===== src/rtl/vx_opc_dispatch.sv =====
// Operand dispatch: routes collector beats to per-unit 2-deep skid FIFOs, locking multi-beat instructions to one unit; `DISPATCH_PERF_EN adds perf_stalls.
// Latency: 1 cycle from accepted beat to out_valid when the target buffer was empty.
// Backpressure: in_ready depends only on the target buffer's registered fill, never on out_ready; out-of-range types are swallowed.

module vx_opc_fifo2 #(
  parameter int W = 8
) (
  input  logic         clk,
  input  logic         reset,
  input  logic         push,
  input  logic [W-1:0] push_dat,
  input  logic         pop,
  output logic         vld,
  output logic         full,
  output logic [W-1:0] dat
);
  logic [W-1:0] mem_q [2];
  logic [W-1:0] mem_d [2];
  logic         rd_q, rd_d, wr_q, wr_d;
  logic [1:0]   cnt_q, cnt_d;
  logic         do_push, do_pop;

  always_comb begin
    mem_d   = mem_q;
    rd_d    = rd_q;
    wr_d    = wr_q;
    do_push = push && (cnt_q != 2'd2);
    do_pop  = pop && (cnt_q != 2'd0);
    if (do_push) begin
      mem_d[wr_q] = push_dat;
      wr_d        = ~wr_q;
    end
    if (do_pop) rd_d = ~rd_q;
    cnt_d = cnt_q + {1'b0, do_push} - {1'b0, do_pop};
  end

  always_ff @(posedge clk) begin
    if (reset) begin
      cnt_q <= 2'd0;
      rd_q  <= 1'b0;
      wr_q  <= 1'b0;
    end else begin
      cnt_q <= cnt_d;
      rd_q  <= rd_d;
      wr_q  <= wr_d;
    end
  end

  // Storage needs no reset: vld gates every read.
  always_ff @(posedge clk) begin
    mem_q <= mem_d;
  end

  assign vld  = (cnt_q != 2'd0);
  assign full = (cnt_q == 2'd2);
  assign dat  = mem_q[rd_q];
endmodule

module vx_opc_dispatch #(
  parameter int NUM_EX = 4,
  parameter int DATAW  = 256,
  parameter int EX_W   = 3
) (
  input  logic                    clk,
  input  logic                    reset,
  input  logic                    in_valid,
  output logic                    in_ready,
  input  logic [DATAW-1:0]        in_data,
  input  logic [EX_W-1:0]         in_ex_type,
  input  logic                    in_sop,
  input  logic                    in_eop,
  output logic [NUM_EX-1:0]       out_valid,
  input  logic [NUM_EX-1:0]       out_ready,
  output logic [NUM_EX*DATAW-1:0] out_data,
  output logic [NUM_EX-1:0]       out_sop,
  output logic [NUM_EX-1:0]       out_eop,
  output logic                    locked,
  output logic                    err
`ifdef DISPATCH_PERF_EN
  , output logic [15:0]           perf_stalls
`endif
);
  localparam int W = DATAW + 2;

  typedef struct packed {
    logic [DATAW-1:0] dat;
    logic             sop;
    logic             eop;
  } beat_t;

  typedef enum logic {ST_IDLE, ST_LOCKED} state_t;

  state_t            state_q, state_d;
  logic [EX_W-1:0]   unit_q, unit_d;
  logic              err_q, err_d;
  logic [EX_W-1:0]   sel;
  logic              sel_ok, sel_full, fire;
  logic [NUM_EX-1:0] full, push;
  beat_t             in_beat;
  beat_t             out_beat [NUM_EX];

  assign in_beat = {in_data, in_sop, in_eop};

  // unit_q is always in range, so sel_ok can only drop in IDLE.
  always_comb begin
    sel      = (state_q == ST_LOCKED) ? unit_q : in_ex_type;
    sel_ok   = 1'b0;
    sel_full = 1'b0;
    for (int i = 0; i < NUM_EX; i++) begin
      if (sel == EX_W'(i)) begin
        sel_ok   = 1'b1;
        sel_full = full[i];
      end
    end
    in_ready = !reset && (!sel_ok || !sel_full);
    fire     = in_valid && in_ready;
    for (int i = 0; i < NUM_EX; i++) begin
      push[i] = fire && (sel == EX_W'(i));
    end
  end

  always_comb begin
    state_d = state_q;
    unit_d  = unit_q;
    err_d   = err_q;
    if (fire) begin
      case (state_q)
        ST_IDLE: begin
          if (!sel_ok) begin
            err_d = 1'b1;
          end else begin
            if (!in_sop) err_d = 1'b1;
            if (in_sop && !in_eop) begin
              state_d = ST_LOCKED;
              unit_d  = in_ex_type;
            end
          end
        end
        ST_LOCKED: begin
          if ((in_ex_type != unit_q) || in_sop) err_d = 1'b1;
          if (in_eop) state_d = ST_IDLE;
        end
        default: state_d = ST_IDLE;
      endcase
    end
  end

  always_ff @(posedge clk) begin
    if (reset) begin
      state_q <= ST_IDLE;
      unit_q  <= '0;
      err_q   <= 1'b0;
    end else begin
      state_q <= state_d;
      unit_q  <= unit_d;
      err_q   <= err_d;
    end
  end

  assign locked = (state_q == ST_LOCKED);
  assign err    = err_q;

  for (genvar g = 0; g < NUM_EX; g++) begin : g_ex
    vx_opc_fifo2 #(.W(W)) u_fifo (
      .clk      (clk),
      .reset    (reset),
      .push     (push[g]),
      .push_dat (in_beat),
      .pop      (out_ready[g]),
      .vld      (out_valid[g]),
      .full     (full[g]),
      .dat      (out_beat[g])
    );
    assign out_data[g*DATAW +: DATAW] = out_beat[g].dat;
    assign out_sop[g]                 = out_beat[g].sop;
    assign out_eop[g]                 = out_beat[g].eop;
  end

`ifdef DISPATCH_PERF_EN
  logic [15:0] stall_q, stall_d;

  always_comb begin
    stall_d = stall_q;
    if (in_valid && !in_ready && (stall_q != 16'hFFFF)) stall_d = stall_q + 16'd1;
  end

  always_ff @(posedge clk) begin
    if (reset) stall_q <= 16'd0;
    else       stall_q <= stall_d;
  end

  assign perf_stalls = stall_q;
`endif
endmodule

===== config.mk =====
export PLATFORM = sky130hd
export DESIGN_NAME = vx_opc_dispatch
export DESIGN_NICKNAME = d
export VERILOG_FILES = /design/src/rtl/vx_opc_dispatch.sv
export SDC_FILE = /design/constraint.sdc
export NUM_CORES = 2
export LEC_CHECK = 0
export CAP_MARGIN = 20
export CORE_AREA = 2 2 507 509
export CTS_CLUSTER_DIAMETER = 50
export DETAILED_ROUTE_END_ITERATION = 10
export DIE_AREA = 0 0 509 511
export GPL_ROUTABILITY_DRIVEN = 0
export HOLD_SLACK_MARGIN = 0.06
export PLACE_DENSITY = 0.51
export RECOVER_POWER = 100
export SKIP_CTS_REPAIR_TIMING = 1
export SLEW_MARGIN = 15
export SYNTH_ARGS = -nofsm -noshare
export SYNTH_HDL_FRONTEND = slang
export SYNTH_SLANG_ARGS = --single-unit

===== constraint.sdc =====
create_clock -name clk -period 39.6 [get_ports clk]
set_input_delay 7.92 -clock clk [delete_from_list [all_inputs] [get_ports clk]]
set_output_delay 7.92 -clock clk [all_outputs]
set_load 0.02 [all_outputs]

## Word-level counts from Yosys, hierarchy flattened

Cells that the tools add are included.

| storage, ports and cells | value |
|---|---|
| register bits | 2085 |
| bits of input ports | 268 |
| logic and storage cells | 147 |

| operators by class | value |
|---|---|
| add/subtract/negate cells | 8 |
| order comparisons | 12 |
| bitwise logic cells | 17 |
| multiplexer cells | 41 |
| equal/unequal tests | 14 |
| reductions and logical operators | 32 |

Operators with widths:

| operator | number |
|---|---|
| 258-bit two-way mux | 16 |
| 516-bit bitwise mux | 4 |
| 258-bit demux with 1-bit select | 4 |
| 1-bit logical AND | 19 |
| 2-bit >= comparator (second input constant) | 8 |
| 1-bit inverter with 2-bit output | 8 |
| 1-bit two-way mux | 14 |
| 1-bit inverter | 9 |
| 2-bit by 1-bit adder with 2-bit output | 4 |
| 2-bit == test (second input constant) | 4 |
| 2-bit by 1-bit less-than comparator with 1-bit output (second input constant) | 4 |
| 2-bit inequality test (second input constant) | 4 |
| 2-bit nonzero test | 4 |
| 2-bit by 1-bit subtractor with 2-bit output | 4 |
| 3-bit by 2-bit == test with 1-bit output (second input constant) | 2 |
| 1-bit zero test | 4 |
| 1-bit case mux with 2 select lines | 2 |
| 4-bit AND reduction | 1 |
| 3-bit by 1-bit == test with 1-bit output (second input constant) | 1 |
| 3-bit zero test | 1 |
| 3-bit two-way mux | 1 |
| 3-bit inequality test | 1 |
| 3-bit inequality test (second input constant) | 1 |
| 3-bit AND reduction | 1 |
| 2 further kinds | 3 |

## Longest topological paths before layout

| depth | value |
|---|---|
| depth after elaboration | 14 |
| mapped depth | 8 |

## Cells and area by module

A second synthesis with hierarchy kept.

| second synthesis, totals | value |
|---|---|
| cells, all modules | 3358 |
| area total of the unflattened synthesis | 79075.8 µm² |

By module, submodules not included:

| module | times used | cells each | area each (µm²) |
|---|---|---|---|
| vx_opc_fifo2 | 4 | 828 | 19668.9 |
| vx_opc_dispatch | 1 | 46 | 400.4 |

## Worst setup path before layout

OpenSTA, ideal clock, no wires.

| timing | value |
|---|---|
| path type | in2reg |
| start point | input in_valid |
| end point | register g_ex[2].u_fifo.mem_q[258] in the netlist's numbering, enable pin |
| buffers on the path | 0 |
| data required time | 38091 ps |
| arrival time | 32817 ps |
| stages on the path | 3 |
| setup slack | 5274 ps |
| path through | nor2b_1 > nand2_1 > nor4_1 |

| between the ends | value |
|---|---|
| longest elaborated chain between the ends | 3 |

RTL lines:

| element | line | text |
|---|---|---|
| start, declared | 66 | `input logic in_valid,` |
| 1-bit logical AND | 116 | `fire = in_valid && in_ready;` |
| 1-bit logical AND | 118 | `push[i] = fire && (sel == EX_W'(i));` |
| 1-bit logical AND | 27 | `do_push = push && (cnt_q != 2'd2);` |
| end signal, assigned | 51 | `mem_q <= mem_d;` |
| end, declared | 17 | `logic [W-1:0] mem_q [2];` |

No other way between the ends.
A chain may end at the register's enable or synchronous reset.

## Worst setup path in the final report

| timing | value |
|---|---|
| start point | input reset |
| end point | register g_ex[1].u_fifo.mem_q[84] in the netlist's numbering, enable pin |

| between the ends | value |
|---|---|
| longest elaborated chain between the ends | 5 |

RTL lines:

| element | line | text |
|---|---|---|
| start, declared | 65 | `input logic reset,` |
| 1-bit zero test | 115 | `in_ready = !reset && (!sel_ok \|\| !sel_full);` |
| 1-bit logical AND | 115 |  |
| 1-bit logical AND | 116 |  |
| 1-bit logical AND | 118 |  |
| 1-bit logical AND | 27 |  |
| end signal, assigned | 51 |  |
| end, declared | 17 |  |

No other way between the ends.

==> metrics.yaml <==
final_hold_viol_count: 0
grt_pass1_wl_mm: 316.6
hold_class: "register to register"
critPathMaxStageDelay_ns: 5.73
fillCellCount: 23020
core_um2: 255300
antenna_found_initial: 80
yosysSeqAreaShare: 0.8278
violations: "capacitance limit, slew limit"
ir_drop_uv: 40.31
boundaryPins: 1307
syn_area_um2: 75380
cp_num_buf_inv: 5
timing.final.crit_share: 0.5586
die_h_um: 511
ant_nets: 0
timing.slew.headroom: -4.703
rrSetupSlack_ns: 25.36
syn_nets: 3625
clock.fmax_ghz: 0.04521
drc: 0
crit-reg2reg-launch: "locked"
synthArstFlopShare: 0
grt_usage: 0.1724
status: "complete, but fails checks"
initial_core_util: 0.2953
ys_seq_elements: 2085
num_vias: 38560
rr_endpoint: "g_ex[1].u_fifo.mem_q[84]"
synth_top_cell_by_area: "edfxtp_1"
syn_area_per_cell_um2: 22.51
worst_pin_slew_ns: 8.555
fin_nets: 5152
synthDistinctLibCells: 36
slew_viol_final: 3203
yosys_warnings: 0
clockBufferDepth: 4
syn_to_final_growth_pct: 34.13
synth_area_leaders: "edfxtp_1, mux2_2, buf_2, dfxtp_1, xnor2_1"
hold_depth: 1
finalWirelength_mm: 232.2
dominantRegCellSynth: "edfxtp_1"
root_buffer: "clkbuf_16"
critPathLaunchType: "input pin"
synth_edf_count: 2064
gr-total-overflow: 0
die_area_um2: 260100
worst-path-max-fanout: 102
numPortBuffers: 1306
yosys.area.top_type_share: 0.8222
die_width_um: 509
critPathSlowestCell: "clkbuf_1"
crit_family: "buffers and inverters"
cts_inserted_buffers: 280
netlist_instances: 3349
p_total_w: 0.006416
drt_pass1_iterations: 5
worst_ep_arrival_time_ns: 22.51
path_cells: "dlygate4sd3_1 -> clkbuf_1 -> nor2b_1 -> nand2b_4 -> nor3_1 -> and2_0 -> clkbuf_1 -> clkbuf_1 -> clkbuf_1"
p_leak_nw: 32.56
final.min_clock_period_ns: 22.12
finalSetupViolCount: 0
hp-start: "err"
crit_type: "input pin to register"
htreeDepth: 5
crit_path_end_kind: "register"
row_count: 186
routedWlPerCell_um: 27.39
grt_start_max_net_pins: 107
worstHoldEndpoint: "err"
clock_sink_count: 2085
rsz0062_at_grt: "no"
power.density_nw_per_um2: 63.46
timing.hold.ws_ns: 0.4795
clock_skew_ns: 0.07986
vias_per_cell: 4.550
drtIter0Drc: 2613
required_ns: 39.99
drive_gt1_frac: 0.2649
hpwl_mm: 150.4
cts_tree: "done"
path_common_cell: "clkbuf_1"
r2r_cells: 7
cap_violations: 67
grt_pass1_vias: 39310
finalSetupTns_ns: 0
clkTransAtPathRegs_ns: 0.05
clock_latency_ns: 0.94
layout make-up:
| class | instances | area, µm² | share of cell area |
|---|---|---|---|
| diodes | 18 | 45.04 | 0.0004455 |
| clock buffers | 338 | 7362 | 0.07281 |
| clock inverters | 142 | 1398 | 0.01382 |
| inverters | 10 | 37.54 | 0.0003712 |
| multi-input cells | 1131 | 12330 | 0.1219 |
| flip-flops and latches | 2085 | 62400 | 0.6172 |
| well taps | 3384 | 4234 | 0.04188 |
| repair buffers | 1368 | 13310 | 0.1316 |
layout by cell type (no fill, tap or decap), drive strengths merged, types with 5 or more instances in the layout:
cell type      count
clkinv            83
clkbuf           400
nor2              15
dfxtp             21
bufinv            19
nor3               5
a21oi              5
inv               33
nor2b             10
clkdlybuf4s50    124
ha                 8
or2                5
and2               9
diode             18
edfxtp          2064
clkinvlp          17
dlygate4sd3     1182
xnor2             14
mux2            1032
synth_stat cells (all sizes together) (5+ instances only):
cell,count
nor2b,10
xnor2,14
nor2,15
a21oi,5
ha,8
or2,5
and2,9
dfxtp,21
mux2,1032
buf,95
clkbuf,28
inv,10
nor3,5
edfxtp,2064
metal layers:
layer	track usage	part of all wire	up-vias
met5	0	0.00090	-
met4	0.04216	0.023	32
li1	-	-	16530
met2	0.2875	0.49	1488
met1	0.1988	0.38	20130
met3	0.08120	0.11	387
metrics by stage:
step	util	std cells	instance area, µm²	setup WS (ns)
after floorplan	-	3349	75380	5.274
after global placement	0.3630	7978	92680	21.38
after detailed placement	0.3630	7978	92680	21.47
after CTS	0.3973	8458	101400	21.47
after global routing	0.3959	8463	101100	16.34
final	0.3961	8476	101100	17.48
registers in the layout (all words and copies together), names as in the netlist:
register / count
g_ex.u_fifo.wr_q: 4
g_ex.u_fifo.rd_q: 4
unit_q: 3
g_ex.u_fifo.mem_q: 2064
locked: 1
g_ex.u_fifo.cnt_q: 8
err: 1
where the power goes:
part,internal (W),switching (W),total (W),leakage [nW]
clock,0.00145,0.000943,0.00240,4.24
combinational,0.000678,0.000845,0.00152,9.55
sequential,0.00246,0.0000342,0.00250,18.8
cells by family (layout without fill, tap and decap cells):
logic type	count (synthesis)	count (layout)	synth area share
flops	2085	2085	0.8278
mux	1035	1035	0.1547
buf+inv	133	1858	0.008382
simple gates	56	56	0.004348
xor+xnor	18	18	0.002091
compound gates	14	14	0.001378
fa+ha+maj	8	8	0.001328
other cells	0	18	0
worst max-delay path by stage:
stage                     slack (ns)                   endpoint  depth (start not counted)          start
after floorplan                 5.27  g_ex[2].u_fifo.mem_q[258]                          3       in_valid
after global placement         21.38                   in_ready                          6  in_ex_type[2]
after detailed placement       21.47                   in_ready                          6  in_ex_type[2]
after CTS                      21.47                   in_ready                          6  in_ex_type[2]
after global routing           16.34   g_ex[1].u_fifo.mem_q[60]                          9          reset
final                          17.48   g_ex[1].u_fifo.mem_q[84]                          9          reset
Note: power is estimated with default switching activity, not from simulation.
